**src/rtl/dropout_lfsr_unit.sv**
```systemverilog
// Dropout stage: zeroes each lane when its per-lane LFSR byte is below cfg_rate.
// Define DROPOUT_SCALE_EN to enable inverted-dropout scaling of kept lanes.
module dropout_lfsr_unit #(
  parameter int          LANES    = 8,
  parameter int          DATA_W   = 8,
  parameter logic [15:0] SEED     = 16'hACE1,
  parameter int          SCALE_SH = 1
) (
  input  logic                      clk,
  input  logic                      rst_n,
  input  logic                      train_en,
  input  logic [7:0]                cfg_rate,
  input  logic                      seed_load,
  input  logic                      cnt_clr,
  input  logic                      in_valid,
  output logic                      in_ready,
  input  logic [LANES*DATA_W-1:0]   in_data,
  output logic                      out_valid,
  input  logic                      out_ready,
  output logic [LANES*DATA_W-1:0]   out_data,
  output logic [LANES-1:0]          out_mask,
  output logic [15:0]               drop_count
);

  localparam logic [15:0] TAPS = 16'hB400;
`ifdef DROPOUT_SCALE_EN
  localparam int SHIFT = SCALE_SH;
`else
  // SCALE_SH has no effect unless scaling is built in
  localparam int SHIFT = 0 * SCALE_SH;
`endif

  logic                    accept;
  logic [LANES-1:0]        keep;
  logic [LANES*DATA_W-1:0] lane_val;

  logic                    out_valid_q, out_valid_d;
  logic [LANES*DATA_W-1:0] out_data_q, out_data_d;
  logic [LANES-1:0]        out_mask_q, out_mask_d;
  logic [15:0]             drop_count_q, drop_count_d;
  logic [16:0]             drop_sum;

  assign in_ready = !out_valid_q || out_ready;
  assign accept   = in_valid && in_ready;

  generate
    for (genvar gi = 0; gi < LANES; gi++) begin : g_lane
      localparam logic [15:0] RAW_SEED  = SEED ^ 16'(gi * 16'h1F35);
      localparam logic [15:0] LANE_SEED = (RAW_SEED == 16'h0000) ? 16'h0001 : RAW_SEED;

      logic [15:0]         lfsr_q, lfsr_d;
      logic [DATA_W-1:0]   din;
      logic [2*DATA_W-1:0] wide;
      logic [DATA_W-1:0]   scaled;

      assign din    = in_data[gi*DATA_W +: DATA_W];
      assign wide   = {{DATA_W{1'b0}}, din} << SHIFT;
      assign scaled = (|wide[2*DATA_W-1:DATA_W]) ? '1 : wide[DATA_W-1:0];

      // Inference mode keeps every lane untouched
      assign keep[gi] = !train_en || (lfsr_q[7:0] >= cfg_rate);
      assign lane_val[gi*DATA_W +: DATA_W] = !train_en ? din : (keep[gi] ? scaled : '0);

      always_comb begin
        lfsr_d = lfsr_q;
        if (seed_load) begin
          lfsr_d = LANE_SEED;
        end else if (accept && train_en) begin
          lfsr_d = {1'b0, lfsr_q[15:1]} ^ (lfsr_q[0] ? TAPS : 16'h0000);
        end
      end

      always_ff @(posedge clk or negedge rst_n) begin
        if (!rst_n) begin
          lfsr_q <= LANE_SEED;
        end else begin
          lfsr_q <= lfsr_d;
        end
      end
    end
  endgenerate

  always_comb begin
    drop_sum = {1'b0, drop_count_q};
    for (int i = 0; i < LANES; i++) begin
      drop_sum = drop_sum + 17'(!keep[i]);
    end

    drop_count_d = drop_count_q;
    if (cnt_clr) begin
      drop_count_d = '0;
    end else if (accept) begin
      drop_count_d = drop_sum[16] ? 16'hFFFF : drop_sum[15:0];
    end

    out_valid_d = out_valid_q;
    out_data_d  = out_data_q;
    out_mask_d  = out_mask_q;
    if (accept) begin
      out_valid_d = 1'b1;
      out_data_d  = lane_val;
      out_mask_d  = keep;
    end else if (out_ready) begin
      out_valid_d = 1'b0;
    end
  end

  always_ff @(posedge clk or negedge rst_n) begin
    if (!rst_n) begin
      out_valid_q  <= 1'b0;
      out_data_q   <= '0;
      out_mask_q   <= '0;
      drop_count_q <= '0;
    end else begin
      out_valid_q  <= out_valid_d;
      out_data_q   <= out_data_d;
      out_mask_q   <= out_mask_d;
      drop_count_q <= drop_count_d;
    end
  end

  assign out_valid  = out_valid_q;
  assign out_data   = out_data_q;
  assign out_mask   = out_mask_q;
  assign drop_count = drop_count_q;

endmodule

```
**config.mk**
```make
export PLATFORM = sky130hd
export DESIGN_NAME = dropout_lfsr_unit
export DESIGN_NICKNAME = d
export VERILOG_FILES = /design/src/rtl/dropout_lfsr_unit.sv
export SDC_FILE = /design/constraint.sdc
export NUM_CORES = 1
export LEC_CHECK = 0
export CAP_MARGIN = 20
export CORE_MARGIN = 2
export CORE_UTILIZATION = 55
export DETAILED_ROUTE_END_ITERATION = 12
export PLACE_DENSITY = 0.81
export SLEW_MARGIN = 20
export SYNTH_ARGS = -nofsm -noshare
export SYNTH_HDL_FRONTEND = slang
export SYNTH_SLANG_ARGS = --single-unit
```
**constraint.sdc**
```tcl
create_clock -name clk -period 6.3 [get_ports clk]
set_input_delay 1.89 -clock clk [delete_from_list [all_inputs] [get_ports clk]]
set_output_delay 1.89 -clock clk [all_outputs]
set_load 0.02 [all_outputs]
```
Word-level counts from Yosys, hierarchy flattened
Cells that the tools add are included.

Mux-type cells: 45. Bitwise operators: 8. Reductions and logical operators: 24. Order comparisons: 8. Add/subtract/negate cells: 8.

Operators by type and width (number): $mux 16 (27); $mux 8 (16); $xor 15x16->16 (8); $add 17x1->17 (7); $ge 8x8->1 (8); $add 16x1->17 (1); $logic_not 1->1 (10); $logic_or 1x1->1 (9); $reduce_bool 2->1 (3); $logic_and 1x1->1 (2); $mux 1 (2).

Input bits: 79. Flip-flop bits (word level): 217. Output and inout bits: 90.

Depth between registers and ports, before layout
Gate-level depths: netlist of run 1.

Depth after elaboration: 14. Gate-level depth with buffers: 20. Gate-level depth less buffers: 18.

Worst setup path before layout of run 1
No wires, ideal clock.

Kind: input to register. Start point: in cfg_rate[0]. End point: reg drop_count_q[11] (netlist: drop_count[11]). Library setup time: 95 ps. Setup slack: -166 ps. Arrival time: 6371 ps. Stages on the path: 17. Required time: 6205 ps. Cell sequence: ha_1 -> nand2b_1 -> a2111oi_2 -> o21ai_1 -> nor3b_1 -> fa_1 -> inv_1 -> fa_1 -> fa_1 -> fa_1 -> fa_1 -> nor2b_1 -> o31ai_2 -> or3_4 -> buf_6 -> and3_4 -> nor4_4.

Word-level cells in the longest chain between the ends: 14. Elaborated cells on any way between the ends: 35. Classes of those cells: add/sub (8); order compare (8); mux (3); reduce/logical (16).

Ends and longest elaborated chain: from (decl) (line 12) `input logic [7:0] cfg_rate,`; $ge 8x8->1 (line 61) `assign keep[gi] = !train_en || (lfsr_q[7:0] >= cfg_rate);`; $logic_or 1x1->1 (line 61); $logic_not 1->1 (line 86) `drop_sum = drop_sum + 17'(!keep[i]);`; $add 16x1->17 (line 86); $add 17x1->17 (6 in a row) (line 86); $add 17x1->17 (*) (line 86); $mux 16 (*) (line 93) `drop_count_d = drop_sum[16] ? 16'hFFFF : drop_sum[15:0];`; $mux 16 (*) (line 92) `end else if (accept) begin`; $mux 16 (*) (line 90) `if (cnt_clr) begin`; to (signal assigned) (line 118) `drop_count_q <= drop_count_d;`; to (decl) (line 40) `logic [15:0] drop_count_q, drop_count_d;`.

Every way passes the cells marked *; elsewhere a longest branch is shown, timed or not. The select of a mux whose other input is x is not followed. A chain may end at the register's enable or synchronous reset.

Final worst setup path of run 1
Start point: in cfg_rate[0]. End point: reg drop_count_q[2] (netlist: drop_count[2]).

The elaborated chain is that of the path after synthesis.

==> results of run 1 <==
-- per-stage QoR --
stage / total power, mW / setup WS, ps / cells / util / area [sq um]
floorplan: 2.05 / 24.1 / 1132 / - / 11000
global placement: 2.39 / -553 / 1535 / 0.668 / 13000
detailed placement: 2.41 / -652 / 1535 / 0.668 / 13000
CTS: 3.83 / 0.961 / 1580 / 0.711 / 13900
global route: 3.97 / -6.22 / 1581 / 0.715 / 14000
finish: 3.80 / 161 / 1581 / 0.715 / 14000
-- power by group --
part / leakage (nW) / total, mW / switching (mW) / internal, mW
clock: 0.377 / 1.38 / 0.541 / 0.838
sequential: 2.65 / 1.61 / 0.0803 / 1.53
combinational: 3.15 / 0.813 / 0.444 / 0.369
-- cell families (layout without fill, tap and decap cells) --
family                   count (synthesis)  in the layout
multiplexers                             2              2
buffers and inverters                   92            276
flip-flops                             217            217
AND/OR/NAND/NOR                        533            533
AO/OA/AOI/OAI                          187            187
adder cells (fa/ha/maj)                 75             75
XOR/XNOR                                26             26
-- critical path, stage by stage --
cell and delay [ps]:
dlygate4sd2_1 270, ha_1 300, nand2b_4 150, a2111oi_4 310
o21ai_2 120, nor3b_2 210, fa_1 450, inv_2 90
fa_2 470, fa_1 490, fa_2 370, fa_2 360
nor2b_2 140, o31ai_2 70, or3_4 410, buf_6 150
a311oi_2 270
-- area by class of cell --
cell class / instances / area [sq um]
Inverter: 26 / 101
Clock buffer: 39 / 698
Clock inverter: 5 / 78.8
Timing Repair Buffer: 206 / 2000
Multi-Input combinational cell: 823 / 5250
Fill cell: 1415 / 5560
Sequential cell: 217 / 5510
Tap cell: 265 / 332
-- cells in the final DEF, fill, tap and decap left out, types with 8 or more instances in the layout --
master | Yosys | routed
nand3b_1 | 43 | 43
clkbuf_1 | 48 | 12
a21o_1 | 13 | 13
nor3_2 | 18 | 18
nand2_1 | 301 | 299
nor2_1 | 93 | 92
buf_4 | 0 | 36
dfstp_2 | 67 | 67
a211o_1 | 27 | 27
a21oi_1 | 59 | 59
inv_2 | 4 | 10
nand2b_1 | 13 | 12
ha_1 | 70 | 64
inv_1 | 22 | 15
nand3_1 | 28 | 28
dfrtp_1 | 150 | 150
xnor2_1 | 24 | 24
o21a_1 | 8 | 8
clkbuf_16 | 0 | 25
clkdlybuf4s50_1 | 0 | 159
o21ai_1 | 32 | 30
a211oi_1 | 9 | 9
-- per-layer routing --
metal / track usage / vias up / share of wire
li1: - / 4169 / -
met1: 0.357 / 4352 / 0.43
met2: 0.423 / 282 / 0.48
met3: 0.0409 / 52 / 0.061
met4: 0.0843 / 2 / 0.028
met5: 0 / - / 0.00040
-- registers in the layout (all words and copies together), names as in the netlist --
name,cells
g_lane.lfsr_q,128
out_valid,1
out_mask,8
out_data,64
drop_count,16
-- path summary, 6_finish.rpt --
kind / from / to / slack [ps] / depth (start not counted)
max: cfg_rate[0] / drop_count[2] / 160 / 17
min: out_data[50] / out_data[50] / 460 / 2
max reg2reg: g_lane[7].lfsr_q[0] / drop_count[2] / 1190 / 17
min reg2reg: out_data[50] / out_data[50] / 460 / 2
max in group asynchronous: rst_n / g_lane[0].lfsr_q[6] / 3760 / 2
min in group asynchronous: rst_n / g_lane[3].lfsr_q[11] / 1490 / 1
-- repair_timing --
item / CTS / global route
resized for setup: 11 / 17
setup endpoints to repair: 15 / 16
pin swaps: 12 / 20
hold buffers: 0 / 0
buffers inserted: 1 / 1
==> results.md, run 1 <==
- Synth cell count leaders: nand2_1 (301), dfrtp_1 (150), nor2_1 (93), ha_1 (70), dfstp_2 (67)
- Pre-Repair DR Iteration Count: 5
- Ant. Diodes: 0
- Top fanout value on the critical path: 5
- Core area: about 20000 sq um
- # nets final: ~1500
- Largest family of logic cells by synthesized area: simple AND/OR/NAND/NOR gates
- Root Driver: clkbuf_16
- Die H: 145 microns
- Achievable Freq: around 160 MHz
- IO buf count: approximately 170
- H-tree levels: 1
- Critical path class: in -> reg
- Antenna Violating Nets Remaining: 0
- Hold WC Path Type: reg -> reg
- Grt ovf: 0
- Peak VDD IR: between 0.0002 and 0.00025 V
- Crit path time final: a little over 6000 ps
- Post-synth ARST share: 1.00
- CTS tree: built
- Setup_tns: 0 ps
- Via count: about 8900
- Post-Syn Area: ~11000 sq um
- Area delta synth->final: 27.5%
- Die area: between 20000 and 25000 sq um
- Crit. End Element: register
- Arrival time at the worst endpoint: roughly 6500 ps
- Skew-Pair Late Insertion Delay: just over 500 ps
- Drt wl/cell: approximately 18 microns
- Number of global-route vias before repair: between 8000 and 9000
- HPWL after DPL: between 15 and 20 mm
- First-pass GRT wire length: approximately 45 mm
- Cell variety after synth: between 50 and 60
- Fin. Hold Viols: 0
- Most common cell in the synthesized netlist: nand2_1
- Synth Area in Compound Gates: 0.121
- Maximum number of pins on one net before global-route repair: ~130
- Die Wd: around 150 microns
- Status: finished, final reports clean
- Multiplexer share of the synthesized area: 0.00183
- Max_cap viols: 0
- Syn_nets: roughly 1300
- Simple-gate area share of the yosys netlist: 0.230
- Final wirelength: 27.7 mm
- Share of cells above drive strength 1: 0.160
- Num ports: between 150 and 200
- Residual DRC: 0
- Via density: about 5.6
- Synth top area share: 0.343
- RD Place Congestion: between 0.8 and 0.9
- Total global-route track usage: 0.259
- Sink Count: ~220
- Initial antenna violation count: 1
- Ranking of synthesized cells by area: dfrtp_1 (34%), dfstp_2 (16%), nand2_1 (10%)
- Final setup vio count: 0
- Syn Inst Count: around 1100
- P per Cell Area: 272 nW/um^2
- CTS clock-pin slew for the worst setup and hold paths: approximately 60 ps
- CTS Buf Count: 24
- CTS Buffer Depth: 3
- Register area share after synthesis: 0.503
- Relative slew slack: 0.322
- Xor/xnor share of the synthesized area: 0.0208
- DR iter-0 viols: roughly 570
- Synthesized area per cell: 9.68 sq um
- Post-synthesis adder-cell area fraction: 0.0891
- Crit start category: input pin
- EDFF count, synth: 0
- Yosys warns: 0
- Register bit total from synthesis: 217
- Critical path required time: roughly 6700 ps
- Leading area contributor after synthesis: dfrtp_1
- Leak pwr: a little over 6 nW
- Starting Density: 0.561
- Row count: 51
- Top_reg_cell synth: dfrtp_1
- Hold_ws: around 460 ps
- Tightest Pin Transition: roughly 1000 ps
- Final Slew Violations: 0
- Fin crit share: 0.974
- Setup Skew: approximately 15 ps
(Power assumes the default switching activity.)
==> run 2: changes to the inputs <==
--- a/config.mk
+++ b/config.mk
@@ -6,6 +6,7 @@
 export NUM_CORES = 1
 export LEC_CHECK = 0
 export CAP_MARGIN = 20
+export CORE_ASPECT_RATIO = 0.9
 export CORE_MARGIN = 2
 export CORE_UTILIZATION = 55
 export DETAILED_ROUTE_END_ITERATION = 12
==> constraint.sdc (replaced) <==
create_clock -name clk -period 6.3 [get_ports clk]
set_input_delay 1.89 -clock clk [delete_from_list [all_inputs] [get_ports clk]]
set_output_delay 1.89 -clock clk [all_outputs]
set_load 0.005 [all_outputs]
==> run 2 against run 1 <==
  * Total power shrank 4.1%
  * Clock power shrank 5%
  * Sequential power is essentially flat
  * Global-route usage grew 0.35 points
  * First-iteration DRC count grew 7.8%
==> results.md, run 2 (same netlist as run 1, synthesis figures left out) <==
- Final setup vio count: 0 (unchanged)
- CTS Buffer Depth: 3 (unchanged)
- Total global-route track usage: 0.262 (+0.00350)
- Hold Buf Count CTS: 0 (unchanged)
- Drt wl/cell: 17.6 microns (+0.40%)
- Place WS: -774 ps (-122 ps)
- Critical path class: in -> reg
- Number of global-route vias before repair: 8683 (-0.069%)
- Residual DRC: 0 (unchanged)
- Crit path time final: 6230 ps (+95.2 ps)
- Max_cap viols: 0 (unchanged)
- Tightest Pin Transition: 989 ps (-27.5 ps)
- Max reg flops: 128 (unchanged)
- Via density: 5.75 (+2.7%)
- # nets final: 1455 (+0.21%)
- HPWL after DPL: 17.8 mm (-1.6%)
- DR iter-0 viols: 609 (+7.8%)
- Starting Density: 0.567 (+0.00545)
- CTS clock-pin slew for the worst setup and hold paths: 60 ps (about the same)
- Core area: 19300 sq um (-0.96%)
- Critical path's largest stage delay: 500 ps (about the same)
- Worst path buffer plus inverter count: 3 (unchanged)
- Area delta synth->final: 27.6% (about the same)
- Setup Skew: 9.54 ps (-5.70 ps)
- Most common cell after layout, fill and taps aside: nand2_1
- Met3 Usage GRT: 0.0416 (+0.000682)
- Status: finished, final reports clean
- Most frequent CP cell: fa_1
- RD Place Congestion: 0.865 (+2.0%)
- Placed cell count: 1521 (-0.91%)
- Peak VDD IR: 0.000146 V (-36%)
- Grt ovf: 0 (unchanged)
- Achievable Freq: 160 MHz (-1.5%)
- Crit-path cells: clkdlybuf4s15_1 > inv_2 > ha_1 > o21a_1 > o211ai_1 > o21ai_2 > nor3b_2 > fa_1 > inv_2 > fa_1 > fa_1 > fa_2 > fa_2 > nor2b_4 > o31ai_4 > or3_4 > and2_4 > a311oi_2
- Fin. Hold Viols: 0 (unchanged)
- Die H: 138 microns (-5.0%)
- Finished Layout Cells: 1567 (-0.89%)
- Crit start category: input pin
- Met2 usage: 0.436 (+0.0134)
- Fill cells: 1350 (-4.6%)
- Critical path required time: 6690 ps (about the same)
- Ant. Diodes: 0 (unchanged)
- Crit-path leading delay family: adder cells
- Fin crit share: 0.990 (+0.0151)
- Final core occ: 0.723 (+0.00733)
- First-pass GRT wire length: 45.1 mm (-0.26%)
- CTS tree: built
- Share of cells above drive strength 1: 0.170 (+0.0105)
- Root Driver: clkbuf_16
- Most frequent cells in the layout: nand2_1 (299), clkdlybuf4s50_1 (158), dfrtp_1 (150)
- Die area: 21100 sq um (about the same)
- Sink Count: 217 (unchanged)
- Pre-Repair DR Iteration Count: 7 (+2)
- GRT busiest layer: met2
- Die Wd: 153 microns (+5.3%)
- Maximum number of pins on one net before global-route repair: 138 (+10%)
- H-tree levels: 1 (unchanged)
- Leak pwr: 6.17 nW (-0.16%)
- P per Cell Area: 261 nW/um^2 (-4.2%)
- Row count: 48 (-5.9%)
- Hold_ws: 462 ps (-1.13 ps)
- Initial antenna violation count: 0 (-1)
- Via count: 9012 (+1.8%)
- Final Slew Violations: 0 (unchanged)
- IO buf count: 168 (unchanged)
- Top fanout value on the critical path: 5 (unchanged)
- Antenna Violating Nets Remaining: 0 (unchanged)
- Grt met1 use: 0.357 (about the same)
- Num ports: 169 (unchanged)
- Final wirelength: 27.6 mm (-0.49%)
- Relative slew slack: 0.338 (+0.0155)
- CTS Buf Count: 23 (-4.2%)
- Slowest cell on the critical path: fa_1
- Arrival time at the worst endpoint: 6620 ps (+90 ps)
- Hold WC Path Type: reg -> reg
- Register with the most flip-flops: g_lane.lfsr_q
- Crit. End Element: register
- Skew-Pair Late Insertion Delay: 510 ps (about the same)
- Dpl cell area: 13000 sq um (about the same)
- Final setup margin: 65.7 ps (-95.2 ps)
- Final instance area: 14000 sq um (about the same)
==> run 2: per-stage QoR <==
stage / TNS [ps] / total power [mW]
after global routing: -28.0 / 3.81
after floorplan: 0 / 1.97
after detailed placement: -9900 / 2.34
final: 0 / 3.65
after CTS: 0 / 3.66
after global placement: -8510 / 2.31
==> run 2: worst reg2reg max path, stage by stage, from the launching register on <==
cell,delay [ps]
dfrtp_1,530
inv_1,100
ha_1,300
nand2b_4,150
a2111oi_4,360
o21ai_2,110
nor3b_2,220
fa_1,490
inv_2,100
fa_1,480
fa_1,500
fa_2,370
fa_2,380
nor2b_4,160
o31ai_4,80
or3_4,400
and2_4,170
a311oi_2,290
==> run 2: power breakdown <==
group	leakage, nW	switching, mW	internal [mW]	total (mW)
Combinational	3.15	0.359	0.371	0.730
Sequential	2.65	0.0784	1.53	1.61
Clock	0.364	0.542	0.765	1.31
Total	6.17	0.980	2.67	3.65
==> run 2: repair_timing <==
| action | CTS | global route |
|---|---|---|
| gates resized for setup | 24 | 18 |
| pin swaps | 14 | 21 |
| buffers inserted | 2 | 3 |
| setup endpoints to repair | 15 | 16 |
| cloned | 0 | 0 |
==> run 2: final cells by class <==
type	count	area, sq um	area share
flip-flops and latches	217	5510	0.394
clock inverters	4	20.0	0.00143
clock buffers	37	708	0.0507
well taps	250	313	0.0224
multi-input cells	823	5290	0.379
repair buffers	210	2030	0.145
inverters	26	101	0.00725
==> run 2: final timing paths <==
check	start	endpoint	slack [ps]	depth (start not counted)
max reg2reg	g_lane[7].lfsr_q[0]	drop_count[9]	990	17
max in group asynchronous	rst_n	g_lane[7].lfsr_q[2]	3780	2
max	cfg_rate[2]	drop_count[9]	70	18
min reg2reg	out_data[50]	out_data[50]	460	2
min in group asynchronous	rst_n	drop_count[6]	1340	1
min	out_data[50]	out_data[50]	460	2
==> run 2: per-layer routing <==
metal  wire [microns]  up-vias
met5                0        -
met3             1320       77
li1                 -     4177
met4              984        0
met1            11700     4507
met2            13600      251
==> run 3: changes to the inputs <==
--- a/config.mk
+++ b/config.mk
@@ -9,6 +9,7 @@
 export CORE_ASPECT_RATIO = 0.9
 export CORE_MARGIN = 2
 export CORE_UTILIZATION = 55
+export CTS_CLUSTER_DIAMETER = 100
 export DETAILED_ROUTE_END_ITERATION = 12
 export PLACE_DENSITY = 0.81
 export SLEW_MARGIN = 20
==> results of run 3 <==
The final DEF is identical to that of run 2; final timing and power are the same.
